--- src/rtl/spectro_pkg.sv ---
// Shared types and default geometry for the spectrogram readout link.
// Used by both the transmitter and the host-side receiver.
package spectro_pkg;

  typedef enum logic [1:0] {
    IDLE,
    HEADER,
    BINS,
    TRAIL
  } rx_state_t;

  localparam int WORD_W_DEF     = 8;
  localparam int N_BINS_DEF     = 16;
  localparam int TS_W_DEF       = 16;
  localparam int FIFO_DEPTH_DEF = 4;

  function automatic int max_i(input int a, input int b);
    return (a > b) ? a : b;
  endfunction

endpackage

--- src/rtl/readout_word_fifo.sv ---
// Synchronous word FIFO with first-word fall-through head.
// A push into a full FIFO is accepted only when a pop frees the slot.
module readout_word_fifo #(
  parameter int W     = 10,
  parameter int DEPTH = 4
) (
  input  logic         clk_i,
  input  logic         rst_i,
  input  logic         wr_en_i,
  input  logic [W-1:0] wr_data_i,
  input  logic         rd_en_i,
  output logic [W-1:0] rd_data_o,
  output logic         full_o,
  output logic         empty_o
);

  localparam int AW = $clog2(DEPTH);

  logic [W-1:0] mem_q [DEPTH];
  logic [AW:0]  wr_ptr_q;
  logic [AW:0]  rd_ptr_q;
  logic         do_rd;
  logic         do_wr;

  assign empty_o = (wr_ptr_q == rd_ptr_q);
  assign full_o  = (wr_ptr_q[AW] != rd_ptr_q[AW]) &&
                   (wr_ptr_q[AW-1:0] == rd_ptr_q[AW-1:0]);

  assign do_rd = rd_en_i & ~empty_o;
  assign do_wr = wr_en_i & (~full_o | do_rd);

  assign rd_data_o = empty_o ? '0 : mem_q[rd_ptr_q[AW-1:0]];

  always_ff @(posedge clk_i) begin
    if (rst_i) begin
      wr_ptr_q <= '0;
      rd_ptr_q <= '0;
    end else begin
      if (do_wr) wr_ptr_q <= wr_ptr_q + 1'b1;
      if (do_rd) rd_ptr_q <= rd_ptr_q + 1'b1;
    end
  end

  always_ff @(posedge clk_i) begin
    if (do_wr) mem_q[wr_ptr_q[AW-1:0]] <= wr_data_i;
  end

endmodule

--- src/rtl/spectrogram_readout_receiver.sv ---
// Host-side receiver for the 2-bit spectrogram readout stream.
// Deframes timestamp + bin words and queues words in a small FIFO.
module spectrogram_readout_receiver
  import spectro_pkg::*;
#(
  parameter int WORD_W     = WORD_W_DEF,
  parameter int N_BINS     = N_BINS_DEF,
  parameter int TS_W       = TS_W_DEF,
  parameter int FIFO_DEPTH = FIFO_DEPTH_DEF
) (
  input  logic                      input_serial_readout_clk,
  input  logic                      reset,
  input  logic [1:0]                serial_in,
  input  logic                      sending_data,
  input  logic                      sl_ch_in,
  input  logic                      err_clr,
  output logic [TS_W-1:0]           ts_out,
  output logic                      ts_valid,
  output logic                      ch_out,
  output logic [WORD_W-1:0]         word_data,
  output logic [$clog2(N_BINS)-1:0] word_index,
  output logic                      word_valid,
  input  logic                      word_ready,
  output logic                      frame_done,
  output logic                      busy,
  output logic                      err_truncated,
  output logic                      err_overrun,
  output logic                      err_overflow
);

  localparam int IDX_W = $clog2(N_BINS);
  localparam int SR_W  = max_i(TS_W, WORD_W);
  localparam int CNT_W = (SR_W / 2 > 2) ? $clog2(SR_W / 2) : 1;
  localparam int FW    = WORD_W + IDX_W;

  localparam logic [CNT_W-1:0] TS_LAST = CNT_W'(TS_W / 2 - 1);
  localparam logic [CNT_W-1:0] WD_LAST = CNT_W'(WORD_W / 2 - 1);
  localparam logic [IDX_W-1:0] B_LAST  = IDX_W'(N_BINS - 1);

  rx_state_t        state_q, state_d;
  logic [SR_W-1:0]  sr_q, sr_d, sr_sh;
  logic [CNT_W-1:0] cnt_q, cnt_d;
  logic [IDX_W-1:0] bin_q, bin_d;
  logic             ch_q, ch_d;
  logic [TS_W-1:0]  ts_q, ts_d;
  logic             tsv_q, tsv_d;
  logic             fd_q, fd_d;
  logic             etr_q, etr_d;
  logic             eor_q, eor_d;
  logic             eof_q, eof_d;

  logic             push;
  logic             ev_trunc;
  logic             ev_over;
  logic             ff_full;
  logic             ff_empty;
  logic [FW-1:0]    ff_head;

  assign sr_sh = {sr_q[SR_W-3:0], serial_in};

  always_comb begin
    state_d  = state_q;
    sr_d     = sr_q;
    cnt_d    = cnt_q;
    bin_d    = bin_q;
    ch_d     = ch_q;
    ts_d     = ts_q;
    tsv_d    = 1'b0;
    fd_d     = 1'b0;
    push     = 1'b0;
    ev_trunc = 1'b0;
    ev_over  = 1'b0;
    unique case (state_q)
      IDLE: begin
        if (sending_data) begin
          sr_d    = sr_sh;
          ch_d    = sl_ch_in;
          cnt_d   = CNT_W'(1);
          state_d = HEADER;
        end
      end
      HEADER: begin
        if (!sending_data) begin
          ev_trunc = 1'b1;
          cnt_d    = '0;
          state_d  = IDLE;
        end else begin
          sr_d = sr_sh;
          if (cnt_q == TS_LAST) begin
            ts_d    = sr_sh[TS_W-1:0];
            tsv_d   = 1'b1;
            cnt_d   = '0;
            bin_d   = '0;
            state_d = BINS;
          end else begin
            cnt_d = cnt_q + 1'b1;
          end
        end
      end
      BINS: begin
        if (!sending_data) begin
          ev_trunc = 1'b1;
          cnt_d    = '0;
          state_d  = IDLE;
        end else begin
          sr_d = sr_sh;
          if (cnt_q == WD_LAST) begin
            push  = 1'b1;
            cnt_d = '0;
            bin_d = bin_q + 1'b1;
            if (bin_q == B_LAST) begin
              fd_d    = 1'b1;
              state_d = TRAIL;
            end
          end else begin
            cnt_d = cnt_q + 1'b1;
          end
        end
      end
      TRAIL: begin
        if (sending_data) ev_over = 1'b1;
        else state_d = IDLE;
      end
      default: state_d = IDLE;
    endcase
  end

  // Error events override a simultaneous clear.
  always_comb begin
    etr_d = (etr_q & ~err_clr) | ev_trunc;
    eor_d = (eor_q & ~err_clr) | ev_over;
    eof_d = (eof_q & ~err_clr) | (push & ff_full & ~word_ready);
  end

  always_ff @(posedge input_serial_readout_clk) begin
    if (reset) begin
      state_q <= IDLE;
      sr_q    <= '0;
      cnt_q   <= '0;
      bin_q   <= '0;
      ch_q    <= 1'b0;
      ts_q    <= '0;
      tsv_q   <= 1'b0;
      fd_q    <= 1'b0;
      etr_q   <= 1'b0;
      eor_q   <= 1'b0;
      eof_q   <= 1'b0;
    end else begin
      state_q <= state_d;
      sr_q    <= sr_d;
      cnt_q   <= cnt_d;
      bin_q   <= bin_d;
      ch_q    <= ch_d;
      ts_q    <= ts_d;
      tsv_q   <= tsv_d;
      fd_q    <= fd_d;
      etr_q   <= etr_d;
      eor_q   <= eor_d;
      eof_q   <= eof_d;
    end
  end

  readout_word_fifo #(
    .W     (FW),
    .DEPTH (FIFO_DEPTH)
  ) u_fifo (
    .clk_i     (input_serial_readout_clk),
    .rst_i     (reset),
    .wr_en_i   (push),
    .wr_data_i ({bin_q, sr_sh[WORD_W-1:0]}),
    .rd_en_i   (word_ready),
    .rd_data_o (ff_head),
    .full_o    (ff_full),
    .empty_o   (ff_empty)
  );

  assign ts_out        = ts_q;
  assign ts_valid      = tsv_q;
  assign ch_out        = ch_q;
  assign word_data     = ff_head[WORD_W-1:0];
  assign word_index    = ff_head[FW-1:WORD_W];
  assign word_valid    = ~ff_empty;
  assign frame_done    = fd_q;
  assign busy          = (state_q == HEADER) || (state_q == BINS);
  assign err_truncated = etr_q;
  assign err_overrun   = eor_q;
  assign err_overflow  = eof_q;

endmodule

--- config.mk ---
export PLATFORM = sky130hd
export DESIGN_NAME = spectrogram_readout_receiver
export DESIGN_NICKNAME = d
export VERILOG_FILES = /design/src/rtl/spectro_pkg.sv /design/src/rtl/readout_word_fifo.sv /design/src/rtl/spectrogram_readout_receiver.sv
export SDC_FILE = /design/constraint.sdc
export NUM_CORES = 1
export LEC_CHECK = 0
export CAP_MARGIN = 20
export CORE_MARGIN = 3
export CORE_UTILIZATION = 60
export CTS_BUF_LIST = sky130_fd_sc_hd__clkbuf_16
export CTS_CLUSTER_SIZE = 24
export DETAILED_ROUTE_END_ITERATION = 8
export PLACE_DENSITY = 0.84
export RECOVER_POWER = 100
export SLEW_MARGIN = 10
export SYNTH_ARGS = -nofsm -noshare
export SYNTH_HDL_FRONTEND = slang
export SYNTH_SLANG_ARGS = --single-unit
--- constraint.sdc ---
create_clock -name input_serial_readout_clk -period 4.6 [get_ports input_serial_readout_clk]
set_input_delay 0.92 -clock input_serial_readout_clk [delete_from_list [all_inputs] [get_ports input_serial_readout_clk]]
set_output_delay 0.92 -clock input_serial_readout_clk [all_outputs]
set_load 0.01 [all_outputs]
==> flow_summary_export.csv <==
group,metric,value,unit
global_routing,first_global_vias,2591,
synth,synth.yosys.seq_area_share,60.9,%
synth,synth_top_area_share,35.1,%
floorplanning,die_height,88.8,µm
critical_path,worst-endpoint-arrival,3420,ps
floorplanning,dieWidth,88.8,µm
synth,mappedNetlistArea,4110,µm²
timing,clock_skew,8.28,ps
floorplanning,die_area,7880,µm²
place,port_buffers,43,
cts,post_cts_resized,0,
timing,maxSlewViolCount,0,
pwr,total_power,1.73,mW
critical_path,critical_path_launch_point_type,"input port",
timing,final_critical_path_setup_slack,1140,ps
pwr,power.ir.vdd_worst,0.213,mV
finish,layout.cells.most_common,"sky130_fd_sc_hd__nand2_1",
place,detailedPlacementHpwl,5040,µm
drt,top_layer_used,"met4",
drt,post-route-drc-count,0,
timing,final_hold_viol_count,0,
place,worst_slack_placed,1230,ps
cts,htreeDepth,3,
cts,clkSlewWorstSetupHoldPaths,70,ps
cts,cts_tree,"yes",
drt,m1WireLength,3390,µm
synth,yosysWarningCount,0,
floorplanning,floorplan.rows,29,
timing,period_share,75.2,%
drt,route.vias.total,2676,
flow_run,maxCapViolations,0,
global_routing,antenna_found_initial,0,
run_status,status,"complete, no violations",
drt,routedWlPerCell,16.0,µm
drt,drt_via_density,5.66,
worst_hold_path,hold_class,"flip-flop to flip-flop",
timing,worst_rel_slew_slack,37.8,%
global_routing,total_grt_usage,21.0,%
finish,layout.cells.most_common_list,"66 x sky130_fd_sc_hd__nand2_1, 53 x sky130_fd_sc_hd__dfxtp_1, 48 x sky130_fd_sc_hd__edfxtp_1",
synth,netlist_top_cells_area,"sky130_fd_sc_hd__edfxtp_1 35%, sky130_fd_sc_hd__dfxtp_1 26%, sky130_fd_sc_hd__mux4_2 6.6%",
synth,synth_area_per_cell,11.7,µm²
cts,cts_hold_buffers,0,
timing,timing.fmax,0.289,GHz
finish,layout-drive-gt1-share,7.83,%
cts,post_cts_setup_inserts,0,
critical_path,cp_data_required_time,4560,ps
floorplanning,initial_utilization,63.3,%
finish,finish.net_count,416,
global_routing,grt_max_degree,55,
timing,setup_tns,0,ps
drt,drt-pass1-iter-count,4,
timing,setup_viol,0,
drt,final_antenna_net_count,0,
pwr,cellLeakagePower,1.78,nW
pwr,pwr-share-seq,55.0,%
place,routabilityCongestion,0.803,
critical_path,worstSetupEndpointType,"flip-flop",
pwr,net_switching_component_of_the_power,0.385,mW
pwr,comb_power_share,4.1,%
drt,routed-wl-met2,3660,µm
cts,tritoncts.num_buffers,9,
pwr,p_int,1.34,mW
timing,grt_setup_unrepaired,"no",
finish,antenna-diode-count,0,
pwr,clockPowerShare,40.9,%
floorplanning,boundaryPins,44,
synth,synthDistinctLibCells,37,
critical_path,critical_path_class,"input port to flip-flop",
floorplanning,placeableCoreArea,6490,µm²
pwr,p_sw_share,22.3,%
global_routing,gr-total-overflow,0,
drt,drt_iter0_drc,154,
cts,clock_tree.root_cell,"sky130_fd_sc_hd__clkbuf_16",
synth,synthesis.instances,352,
synth,ys_seq_elements,101,
drt,wire_length_after_detailed_routing,7570,µm
global_routing,grt_pass1_wl,12400,µm
timing,fin_hold_ws,451,ps
synth,dominant_cell_type_by_area_after_synthesis,"sky130_fd_sc_hd__edfxtp_1",
cts,worstSkewPairLatency,340,ps
synth,synth_fp_nets,377,
finish,synthToLayoutAreaGrowth,17.8,%
timing,final_period_minus_worst_setup_slack,3460,ps
critical_path,critical_path_peak_fanout,17,
timing,worst_slew_pin_slew,934,ps
drt,met3_length,398,µm
cts,cts.sink_count,101,
cts,cts-root-to-sink-buffers,2,
pwr,power.density_cell_area,357,nW/µm²
==> state kept, by name (all words and copies together) (netlist names), 2 cells and up, named ones only <==
register and flops:
u_fifo.rd_ptr_q 3, state_q 2, bin_q 4, sr_q 14, cnt_q 3, u_fifo.mem_q 48
u_fifo.wr_ptr_q 3, ts_out 16
==> per-stage QoR <==
stage	area (µm²)	util [%]	instances
after global placement	4570	70.4	457
after CTS	4860	74.8	473
after global routing	4840	74.6	473
final	4840	74.6	473
after detailed placement	4570	70.4	457
after floorplan	4110	-	352
==> power by group through the flow <==
stage | Clock, mW | Combinational [mW] | Sequential [mW]
finish | 0.706 | 0.0703 | 0.950
global placement | 0 | 0.0712 | 0.970
global route | 0.751 | 0.0787 | 0.951
floorplan | 0 | 0.0489 | 0.969
detailed placement | 0 | 0.0734 | 0.971
CTS | 0.716 | 0.0741 | 0.950
==> path summary, 6_finish.rpt <==
path                                    from                 end  slack (ps)  depth (start not counted)
worst max-delay path            sending_data  u_fifo.mem_q[0][1]        1140                          4
worst min-delay path              ts_out[14]          ts_out[14]         450                          2
worst max register to register    state_q[0]  u_fifo.mem_q[0][1]        1810                          5
worst min register to register    ts_out[14]          ts_out[14]         450                          2
==> routing by layer <==
metal | vias to the layer above | GRT usage (%)
met5 | - | 0
met4 | 0 | 8.52
met3 | 13 | 5.40
li1 | 1314 | -
met1 | 1271 | 27.9
met2 | 78 | 33.0
==> cells in the mapped netlist (all sizes together) <==
master	count
or4b	1
o311ai	1
ha	17
o31ai	1
or3	1
and3	1
buf	5
o21ai	7
mux2	1
and2b	5
o211a	1
a21oi	41
inv	10
xnor2	3
nor2b	13
nand3	9
edfxtp	48
nor2	13
a211oi	1
xor2	5
o22ai	1
mux4	12
a41o	1
nand2b	6
dfxtp	53
a41oi	1
nor3	7
and2	4
mux2i	2
or4	1
nand2	66
nand4	3
clkbuf	11
==> critical path: stages <==
cell                            delay, ps
sky130_fd_sc_hd__dlygate4sd3_1        880
sky130_fd_sc_hd__nand3_1              220
sky130_fd_sc_hd__a41oi_1              580
sky130_fd_sc_hd__and2_0               820
==> kinds of logic after synthesis <==
family | count (synthesis) | share of synthesized area, %
AOI/OAI and AO/OA | 55 | 7.55
xor gates and xnor gates | 8 | 1.70
adders and majority gates | 17 | 5.17
buffers and inverters | 26 | 2.59
DFF | 101 | 60.9
muxes | 15 | 7.33
and+or+nand+nor | 130 | 14.8
==> cell type report <==
class,count,area [µm²]
sequential,101,2500
fill,427,1650
multi-input combinational,225,1490
timing repair buffer,44,429
clock buffer,9,225
tap,77,96.3
clock inverter,7,60.1
inverter,10,37.5
Note: power is estimated with default switching activity, not from simulation.
